[src/rtl/tgc_sequencer_if.sv]
// ---------------------------------------------------------------------------
// tgc_sequencer_if
// Bundles the control inputs and mode outputs of the traffic-group
// controller sequencer.
//   tick          : one-cycle timing enable
//   start         : leave the initial-load mode
//   load_req      : request a return to the initial-load mode
//   lane_request  : per-lane "cars waiting" flags
//   tgc_out       : mode code (00 load, 01 all-red, 10 green)
//   green_lane    : one-hot lane holding green
//   ticks_left    : remaining ticks in the current timed state
//   mode_change   : single-cycle pulse on the first cycle of a new state
// Modport master drives the inputs; modport slave is the sequencer itself.
// ---------------------------------------------------------------------------
interface tgc_sequencer_if;
  logic       tick;
  logic       start;
  logic       load_req;
  logic [3:0] lane_request;
  logic [1:0] tgc_out;
  logic [3:0] green_lane;
  logic [3:0] ticks_left;
  logic       mode_change;

  modport master (
    output tick, start, load_req, lane_request,
    input  tgc_out, green_lane, ticks_left, mode_change
  );

  modport slave (
    input  tick, start, load_req, lane_request,
    output tgc_out, green_lane, ticks_left, mode_change
  );
endinterface

[src/rtl/tgc_sequencer.sv]
// ---------------------------------------------------------------------------
// tgc_sequencer
// Three-mode traffic sequencer: LOAD -> ALL_RED -> GREEN -> ALL_RED -> ...
// Lanes are served round-robin starting after the last lane that was green.
// Ports:
//   clock    : system clock, rising edge
//   reset_n  : asynchronous active-low reset
//   bus      : tgc_sequencer_if.slave (control inputs, registered outputs)
// Parameters:
//   RED_TICKS   : ticks spent in ALL_RED (0 is treated as 1)
//   GREEN_TICKS : ticks a lane holds green (0 is treated as 1)
// ---------------------------------------------------------------------------
module tgc_sequencer #(
  parameter int unsigned RED_TICKS   = 2,
  parameter int unsigned GREEN_TICKS = 5
) (
  input  logic             clock,
  input  logic             reset_n,
  tgc_sequencer_if.slave   bus
);

  // A zero-length timed state would never expire cleanly, so clamp to 1.
  localparam logic [3:0] RED_T   = (RED_TICKS   == 32'd0) ? 4'd1 : RED_TICKS[3:0];
  localparam logic [3:0] GREEN_T = (GREEN_TICKS == 32'd0) ? 4'd1 : GREEN_TICKS[3:0];

  localparam logic [1:0] CODE_LOAD  = 2'b00;
  localparam logic [1:0] CODE_RED   = 2'b01;
  localparam logic [1:0] CODE_GREEN = 2'b10;

  typedef enum logic [1:0] {
    ST_LOAD    = 2'd0,
    ST_ALL_RED = 2'd1,
    ST_GREEN   = 2'd2
  } state_t;

  state_t     state_r;
  logic [1:0] last_green_r;
  logic [1:0] tgc_out_r;
  logic [3:0] green_lane_r;
  logic [3:0] ticks_left_r;
  logic       mode_change_r;

  logic [2:0] pick_s;
  logic       lane_found_s;
  logic [1:0] lane_idx_s;
  logic       expire_s;

  // Round-robin search: first requesting lane starting at (last+1) mod 4.
  // Returns {found, index}.
  function automatic logic [2:0] pick_lane(input logic [3:0] req,
                                           input logic [1:0] last);
    logic       found_v;
    logic [1:0] idx_v;
    logic [1:0] cand_v;
    found_v = 1'b0;
    idx_v   = 2'd0;
    for (int k = 1; k <= 4; k++) begin
      cand_v = last + 2'(k);
      if (!found_v && req[cand_v]) begin
        found_v = 1'b1;
        idx_v   = cand_v;
      end else begin
        found_v = found_v;
      end
    end
    return {found_v, idx_v};
  endfunction

  assign pick_s       = pick_lane(bus.lane_request, last_green_r);
  assign lane_found_s = pick_s[2];
  assign lane_idx_s   = pick_s[1:0];
  // Treat ticks_left<=1 as expiry so a corrupted 0 can never wrap to 15.
  assign expire_s     = bus.tick && (ticks_left_r <= 4'd1);

  // Sequencer FSM with all outputs registered alongside the state.
  always_ff @(posedge clock or negedge reset_n) begin
    if (!reset_n) begin
      state_r       <= ST_LOAD;
      last_green_r  <= 2'd3;
      tgc_out_r     <= CODE_LOAD;
      green_lane_r  <= 4'b0000;
      ticks_left_r  <= 4'd0;
      mode_change_r <= 1'b0;
    end else begin
      mode_change_r <= 1'b0;
      case (state_r)
        ST_LOAD: begin
          if (bus.start && !bus.load_req) begin
            state_r       <= ST_ALL_RED;
            tgc_out_r     <= CODE_RED;
            ticks_left_r  <= RED_T;
            mode_change_r <= 1'b1;
          end else begin
            tgc_out_r     <= CODE_LOAD;
            green_lane_r  <= 4'b0000;
            ticks_left_r  <= 4'd0;
          end
        end

        ST_ALL_RED: begin
          // load_req wins over a coincident expiry.
          if (bus.load_req) begin
            state_r       <= ST_LOAD;
            tgc_out_r     <= CODE_LOAD;
            green_lane_r  <= 4'b0000;
            ticks_left_r  <= 4'd0;
            mode_change_r <= 1'b1;
          end else if (expire_s) begin
            if (lane_found_s) begin
              state_r       <= ST_GREEN;
              tgc_out_r     <= CODE_GREEN;
              green_lane_r  <= 4'b0001 << lane_idx_s;
              ticks_left_r  <= GREEN_T;
              last_green_r  <= lane_idx_s;
              mode_change_r <= 1'b1;
            end else begin
              // Nobody waiting: restart the red interval silently.
              ticks_left_r  <= RED_T;
            end
          end else if (bus.tick) begin
            ticks_left_r <= ticks_left_r - 4'd1;
          end else begin
            ticks_left_r <= ticks_left_r;
          end
        end

        ST_GREEN: begin
          // Green always passes through ALL_RED, whether expired or aborted.
          if (bus.load_req || expire_s) begin
            state_r       <= ST_ALL_RED;
            tgc_out_r     <= CODE_RED;
            green_lane_r  <= 4'b0000;
            ticks_left_r  <= RED_T;
            mode_change_r <= 1'b1;
          end else if (bus.tick) begin
            ticks_left_r <= ticks_left_r - 4'd1;
          end else begin
            ticks_left_r <= ticks_left_r;
          end
        end

        default: begin
          state_r       <= ST_LOAD;
          tgc_out_r     <= CODE_LOAD;
          green_lane_r  <= 4'b0000;
          ticks_left_r  <= 4'd0;
          mode_change_r <= 1'b1;
        end
      endcase
    end
  end

  assign bus.tgc_out     = tgc_out_r;
  assign bus.green_lane  = green_lane_r;
  assign bus.ticks_left  = ticks_left_r;
  assign bus.mode_change = mode_change_r;

endmodule

[src/flat_wrapper.sv]
// flat-port wrapper written by rule: the top's interface ports become plain ports
module tgc_sequencer_flat 
#(
  parameter int unsigned RED_TICKS   = 2,
  parameter int unsigned GREEN_TICKS = 5
)
  (clock, reset_n, bus_tick, bus_start, bus_load_req, bus_lane_request, bus_tgc_out, bus_green_lane, bus_ticks_left, bus_mode_change);
  tgc_sequencer_if bus_i ();
  input  logic clock;
  input  logic reset_n;
  input wire logic [$bits(bus_i.tick)-1:0] bus_tick;
  input wire logic [$bits(bus_i.start)-1:0] bus_start;
  input wire logic [$bits(bus_i.load_req)-1:0] bus_load_req;
  input wire logic [$bits(bus_i.lane_request)-1:0] bus_lane_request;
  output wire logic [$bits(bus_i.tgc_out)-1:0] bus_tgc_out;
  output wire logic [$bits(bus_i.green_lane)-1:0] bus_green_lane;
  output wire logic [$bits(bus_i.ticks_left)-1:0] bus_ticks_left;
  output wire logic [$bits(bus_i.mode_change)-1:0] bus_mode_change;
  assign bus_i.tick = bus_tick;
  assign bus_i.start = bus_start;
  assign bus_i.load_req = bus_load_req;
  assign bus_i.lane_request = bus_lane_request;
  assign bus_tgc_out = bus_i.tgc_out;
  assign bus_green_lane = bus_i.green_lane;
  assign bus_ticks_left = bus_i.ticks_left;
  assign bus_mode_change = bus_i.mode_change;
  tgc_sequencer #(.RED_TICKS(RED_TICKS), .GREEN_TICKS(GREEN_TICKS)) u_core (.clock(clock), .reset_n(reset_n), .bus(bus_i));
endmodule
[config.mk]
export PLATFORM = sky130hd
export DESIGN_NAME = tgc_sequencer_flat
export DESIGN_NICKNAME = d
export VERILOG_FILES = /design/src/rtl/tgc_sequencer_if.sv /design/src/rtl/tgc_sequencer.sv /design/src/flat_wrapper.sv
export SDC_FILE = /design/constraint.sdc
export NUM_CORES = 1
export LEC_CHECK = 0
export ABC_AREA = 1
export CORE_MARGIN = 2
export CORE_UTILIZATION = 50
export CTS_BUF_LIST = sky130_fd_sc_hd__clkbuf_4 sky130_fd_sc_hd__clkbuf_8
export DETAILED_ROUTE_END_ITERATION = 8
export MAX_ROUTING_LAYER = met4
export PLACE_DENSITY = 0.8
export SYNTH_ARGS = -nofsm -noshare
export SYNTH_HDL_FRONTEND = slang
export SYNTH_SLANG_ARGS = --single-unit
export TNS_END_PERCENT = 50
[constraint.sdc]
create_clock -name clock -period 2.15 [get_ports clock]
set_input_delay 0.3225 -clock clock [delete_from_list [all_inputs] [get_ports clock]]
set_output_delay 0.3225 -clock clock [all_outputs]
set_load 0.01 [all_outputs]
== Word-level counts from Yosys, hierarchy flattened ==
Index checks and enable logic that the tools add are counted.
Word-level totals
  output and inout bits: 11
  input bits: 9
  bits in registers: 15
Operators by class
  add/sub/neg operators: 4
  multiplexer cells: 43
  equal/unequal tests: 7
  shift operators: 1
  order comparisons: 5
  bitwise logic cells: 1
  reduce and logical (&&, ||, !) cells: 15
Operators by type and width (number)
  4-bit two-way mux: 9
  4-bit case mux with 3 select lines: 2
  2-bit two-way mux: 10
  1-bit two-way mux: 14
  2-bit by 3-bit less-than comparator with 1-bit output, second input constant: 4
  2-bit case mux with 3 select lines: 2
  4-bit AND reduction: 3
  1-bit binary-select mux with 2-bit select: 4
  3-bit by 2-bit inequality test with 1-bit output, second input constant: 2
  1-bit logical AND: 5
  2-bit adder, second input constant: 2
  4-bit by 1-bit <= comparator with 1-bit output, second input constant: 1
  1-bit logical NOT: 4
  2-bit by 1-bit inequality test with 1-bit output, second input constant: 2
  1-bit by 2-bit left shift with 4-bit output, first input constant: 1
  4-bit by 1-bit subtractor with 4-bit output, second input constant: 1
  3-bit two-way mux: 1
  1-bit case mux with 3 select lines: 1
  3-bit AND reduction: 1
  2-bit by 1-bit adder with 2-bit output, second input constant: 1
  2-bit by 1-bit == test with 1-bit output, second input constant: 1
  2-bit == test, second input constant: 1
  2-bit logical NOT: 1
  2-bit inequality test, second input constant: 1
  other kinds (2): 2

== Logic depth before layout (Yosys ltp) ==
  word-level depth: 18
  mapped depth: 14

== Least setup slack after synthesis ==
No wires, ideal clock.
  path kind: reg2reg
  start: reg u_core.ticks_left_r[0], in the netlist u_core.bus.ticks_left[0]
  end: reg u_core.green_lane_r[1], in the netlist u_core.bus.green_lane[1]
  setup slack: 0.605 ns
  required time: 2.034 ns
  cell stages (with the launch flop): 11
  setup time: 0.116 ns
  arrival time: 1.429 ns
  cell sequence: dfrtp_1 inv_1 ha_1 o21ai_2 nand3_4 nand2_1 inv_1 nand3_2 nor2_2 nand2_1 nand2_1
On the way
  cells in the longest elaborated chain, start to end: 5
  elaborated cells between the ends (all ways): 6
  classes of those cells: order compare: 1; eq/ne: 2; reduce/logical: 3
Ends and longest elaborated chain
  start, declared: line tgc_sequencer.sv:40  | logic [3:0] ticks_left_r;
  start signal, assigned: line tgc_sequencer.sv:121  | ticks_left_r <= ticks_left_r - 4'd1;
  start signal, assigned: line tgc_sequencer.sv:123  | ticks_left_r <= ticks_left_r;
  start signal, assigned: line tgc_sequencer.sv:136  | ticks_left_r <= ticks_left_r - 4'd1;
  4-bit by 1-bit <= comparator with 1-bit output (*): line tgc_sequencer.sv:73  | assign expire_s = bus.tick && (ticks_left_r <= 4'd1);
  1-bit logical AND (*): line tgc_sequencer.sv:73
  1-bit logical OR: line tgc_sequencer.sv:129  | if (bus.load_req || expire_s) begin
  2-bit by 1-bit inequality test with 1-bit output (no line)
  4-bit AND reduction (no line) (*)
  end signal, assigned: line tgc_sequencer.sv:112  | green_lane_r <= 4'b0001 << lane_idx_s;
  end, declared: line tgc_sequencer.sv:39  | logic [3:0] green_lane_r;
Mark *: on every way between the ends. The rest lies on a longest branch, timed or not.
A chain may end at the register's enable or synchronous reset.

== Worst setup path in the final report ==
  start: reg u_core.last_green_r[0]
  end: reg u_core.tgc_out_r[0], in the netlist u_core.bus.tgc_out[0]
On the way
  cells in the longest elaborated chain, start to end: 15
  elaborated cells between the ends (all ways): 23
  classes of those cells: add/sub: 3; eq/ne: 1; mux: 12; reduce/logical: 7
Ends and longest elaborated chain
  start, declared: line tgc_sequencer.sv:37  | logic [1:0] last_green_r;
  start signal, assigned: line tgc_sequencer.sv:114  | last_green_r <= lane_idx_s;
  2-bit by 1-bit adder with 2-bit output: line tgc_sequencer.sv:58  | cand_v = last + 2'(k);
  1-bit binary-select mux with 2-bit select: line tgc_sequencer.sv:59  | if (!found_v && req[cand_v]) begin
  1-bit two-way mux (not written as such): line tgc_sequencer.sv:59
  1-bit two-way mux: line tgc_sequencer.sv:59
  1-bit logical NOT: line tgc_sequencer.sv:59
  1-bit logical AND: line tgc_sequencer.sv:59
  1-bit two-way mux: line tgc_sequencer.sv:59
  1-bit logical NOT: line tgc_sequencer.sv:59
  1-bit logical AND: line tgc_sequencer.sv:59
  1-bit two-way mux: line tgc_sequencer.sv:59
  1-bit logical NOT: line tgc_sequencer.sv:59
  1-bit logical AND: line tgc_sequencer.sv:59
  1-bit two-way mux (*): line tgc_sequencer.sv:59
  3-bit by 2-bit inequality test with 1-bit output (no line) (*)
  3-bit AND reduction (no line) (*)
  end signal, assigned: line tgc_sequencer.sv:80  | tgc_out_r <= CODE_LOAD;
  end signal, assigned: line tgc_sequencer.sv:90  | tgc_out_r <= CODE_RED;
  end signal, assigned: line tgc_sequencer.sv:94  | tgc_out_r <= CODE_LOAD;
  end, declared: line tgc_sequencer.sv:38  | logic [1:0] tgc_out_r;
Mark *: on every way between the ends. The rest lies on a longest branch, timed or not. The select of a mux whose other input is x is not followed.

==> results.txt <==
CORE AREA: 2210 sq um
# hold bufs at CTS: 0
grt met1 use: 26.1%
worst hold path class: in2async
Nets: 204
worst-path cell chain: inv_2, nand2_1, nand2_1, nand2_2, nand2_4, nor2_4, nand3_4, nand2_2, nand2_2, nand2_2, nand2_1, nand2_1
Power Density: 1340 nW/um^2
cell-internal power: 0.000942 W
antenna viol nets, final: 0
flop2flop setup slack: 0.30 ns
Logic pwr share: 65.2%
post-CTS sizing: 0
Placement Rows: 17
status: finished clean
first-pass GRT wire length: 4.26 mm
I/O pins: 20
Starting Density: 53.3%
Worst setup SP type: flop
Placed Area: 1390 sq um
RSZ-0062 raised after global routing: no
register area: 378 sq um
# setup viols final: 0
Least-Margin Pin Slew: 0.675 ns
Clock Tree Root: clkbuf_4
Remaining Overflow, GRT: 0
CP delay by family, top: simple AND/OR/NAND/NOR gates
drt pass-1 iters: 6
Leak Pwr: 0.753 nW
critical path class: reg2reg
final worst-path cycle share: 86.0%
die height: 52.6 um
Vias: 1107
Worst Skew: 0.00581 ns
Total Neg Setup Slack: 0 ns
met2 Track Usage GR: 36.5%
layout cells sized above 1: 21.9%
minimum clock period: 1.85 ns
CP required: 2.37 ns
Gate Count Post-Synth: 170
fin area: 1420 sq um
max incr delay on CP: 0.69 ns
Residual DRC: 0
total CTS buffers: 3
CTS tree: done
Net Sw Frac: 50.6%
Die W: 52.6 um
vias in the first global route: 1053
gpl congestion: 0.826
Clock Tree Buf Depth: 2
filler cell count: 217
Psw: 0.000964 W
setup bufs post-CTS: 0
H-tree Lvls: 1
busiest layer in global routing: met2
clk_lat worst skew: 0.28 ns
Seq/Total Area, Yosys: 32.0%
average via count per standard cell: 5.03
largest net degree at the start of global routing: 16
Seq cells post-synth: 15
WP data arrival: 2.07 ns
Max-slew headroom: 54.9%
hold_ws: 0.440 ns
crit-path max FO: 12
Starting DRT DRC Count: 31
Clock Power Share: 8.6%
Synth Cell Area: 1180 sq um
met3 usage: 3.43%
Worst VDD drop: 0.810 mV
Area Growth Syn to Fin: 20.1%
Hold Vio Cnt, Final: 0
total track usage: 21.2%
Synth Net Count: 181
Slowest-stage cell, CP: dfstp_2
sequential power share: 26.2%
Ys Warns: 0
Max Freq: 541 MHz
Max-cap violations: 0
Layout Cells excl Fill: 220
syn avg cell area: 6.94 sq um
final core utilization: 64.1%
final-report max-slew violation count: 0
clk sink count: 15
input/output buffers: 19
Post-DP HPWL: 1.99 mm
Critical path buffers and inverters: 1
CTS clk-pin slew, worst paths: 0.10 ns
Multi-input gate area: 694 sq um
Avg WL per Cell: 11.2 um
crit end category: flop
drt total wl: 2.45 mm
DP Cell Count: 216
synth unique cells: 25
initial antenna violation count: 0
die area: 2760 sq um
n_diodes: 0
final timing paths:
path	from	endpoint	cells after the start
min in group clock	u_core.bus.tgc_out[0]$_DFFE_PN0P_	u_core.bus.tgc_out[0]$_DFFE_PN0P_	2
worst min register to register	u_core.bus.tgc_out[0]$_DFFE_PN0P_	u_core.bus.tgc_out[0]$_DFFE_PN0P_	2
worst max-delay path	u_core.last_green_r[0]$_DFFE_PN1P_	u_core.bus.tgc_out[0]$_DFFE_PN0P_	12
worst min-delay path	reset_n	u_core.bus.tgc_out[1]$_DFFE_PN0P_	1
worst max register to register	u_core.last_green_r[0]$_DFFE_PN1P_	u_core.bus.tgc_out[0]$_DFFE_PN0P_	12
max in group asynchronous	reset_n	u_core.bus.ticks_left[1]$_DFF_PN0_	1
metal layers:
| layer | part of all wire [%] | up-vias |
|---|---|---|
| met5 | 0 | - |
| met4 | 0.86 | 0 |
| met3 | 2.8 | 4 |
| met2 | 49 | 18 |
| met1 | 47 | 511 |
| li1 | - | 574 |
cell usage after synthesis, drive strengths merged:
| cell | n | share of area [%] |
|---|---|---|
| a21oi | 2 | 0.85 |
| buf | 2 | 1.9 |
| dfrtp | 13 | 28 |
| dfstp | 2 | 4.5 |
| ha | 2 | 2.1 |
| inv | 22 | 7.2 |
| nand2 | 82 | 31 |
| nand3 | 16 | 10 |
| nand4 | 1 | 0.53 |
| nor2 | 13 | 5.2 |
| nor3 | 1 | 0.85 |
| nor4 | 2 | 1.1 |
| o21ai | 9 | 4.5 |
| xnor2 | 2 | 1.5 |
| xor2 | 1 | 0.74 |
cell families after synthesis:
family / synth area share, %
AO/OA/AOI/OAI: 5.30
flip-flops: 32.0
buffers and inverters: 9.12
adder cells (fa/ha/maj): 2.12
AND/OR/NAND/NOR: 49.2
XOR/XNOR: 2.23
power by group through the flow:
stage,logic (W),registers (W),clock network (W)
2_1_floorplan,0.000975,0.000480,0
3_3_place_gp,0.00121,0.000499,0
3_5_place_dp,0.00125,0.000504,0
4_1_cts,0.00125,0.000500,0.000168
5_1_grt,0.00140,0.000515,0.000180
6_report,0.00124,0.000500,0.000164
sequential cells by signal (all words and copies together) (netlist names):
signal / cells
u_core.bus.tgc_out: 2
u_core.last_green_r: 2
u_core.bus.mode_change: 1
u_core.state_r: 2
u_core.bus.green_lane: 4
u_core.bus.ticks_left: 4
layout make-up:
class                           instances  area share (%)
Tap cell                               28            2.47
Clock inverter                          1           0.353
Sequential cell                        15            26.7
Timing Repair Buffer                   20            13.9
Multi-Input combinational cell        131            49.0
Clock buffer                            3            1.59
Inverter                               22            6.00
layout by cell type (no fill, tap or decap):
| cell type | netlist | routed |
|---|---|---|
| o21ai_1 | 2 | 2 |
| xnor2_1 | 2 | 2 |
| inv_2 | 4 | 4 |
| inv_4 | 1 | 1 |
| clkbuf_4 | 0 | 3 |
| buf_4 | 0 | 1 |
| ha_1 | 2 | 2 |
| nand3_4 | 2 | 2 |
| o21ai_2 | 2 | 2 |
| o21ai_0 | 5 | 5 |
| nor4_1 | 2 | 2 |
| nand2_4 | 3 | 3 |
| xor2_1 | 1 | 1 |
| clkinv_2 | 0 | 1 |
| inv_1 | 17 | 17 |
| nor2_2 | 2 | 2 |
| dfrtp_1 | 13 | 13 |
| nor3_2 | 1 | 1 |
| nand3_1 | 11 | 11 |
| nand2_1 | 63 | 63 |
| nor2_4 | 1 | 1 |
| dfstp_2 | 2 | 2 |
| a21oi_1 | 2 | 2 |
| clkdlybuf4s50_1 | 0 | 19 |
| nor2_1 | 10 | 10 |
| nand4_1 | 1 | 1 |
| nand3_2 | 3 | 3 |
| nand2_2 | 16 | 16 |
metrics by stage:
stage          total power (W)  setup WS, ns
6_report               0.00191         0.301
5_1_grt                0.00209         0.137
4_1_cts                0.00192         0.290
3_5_place_dp           0.00175         0.178
3_3_place_gp           0.00171         0.323
2_1_floorplan          0.00146         0.605
Power figures use the tool's default switching activity.
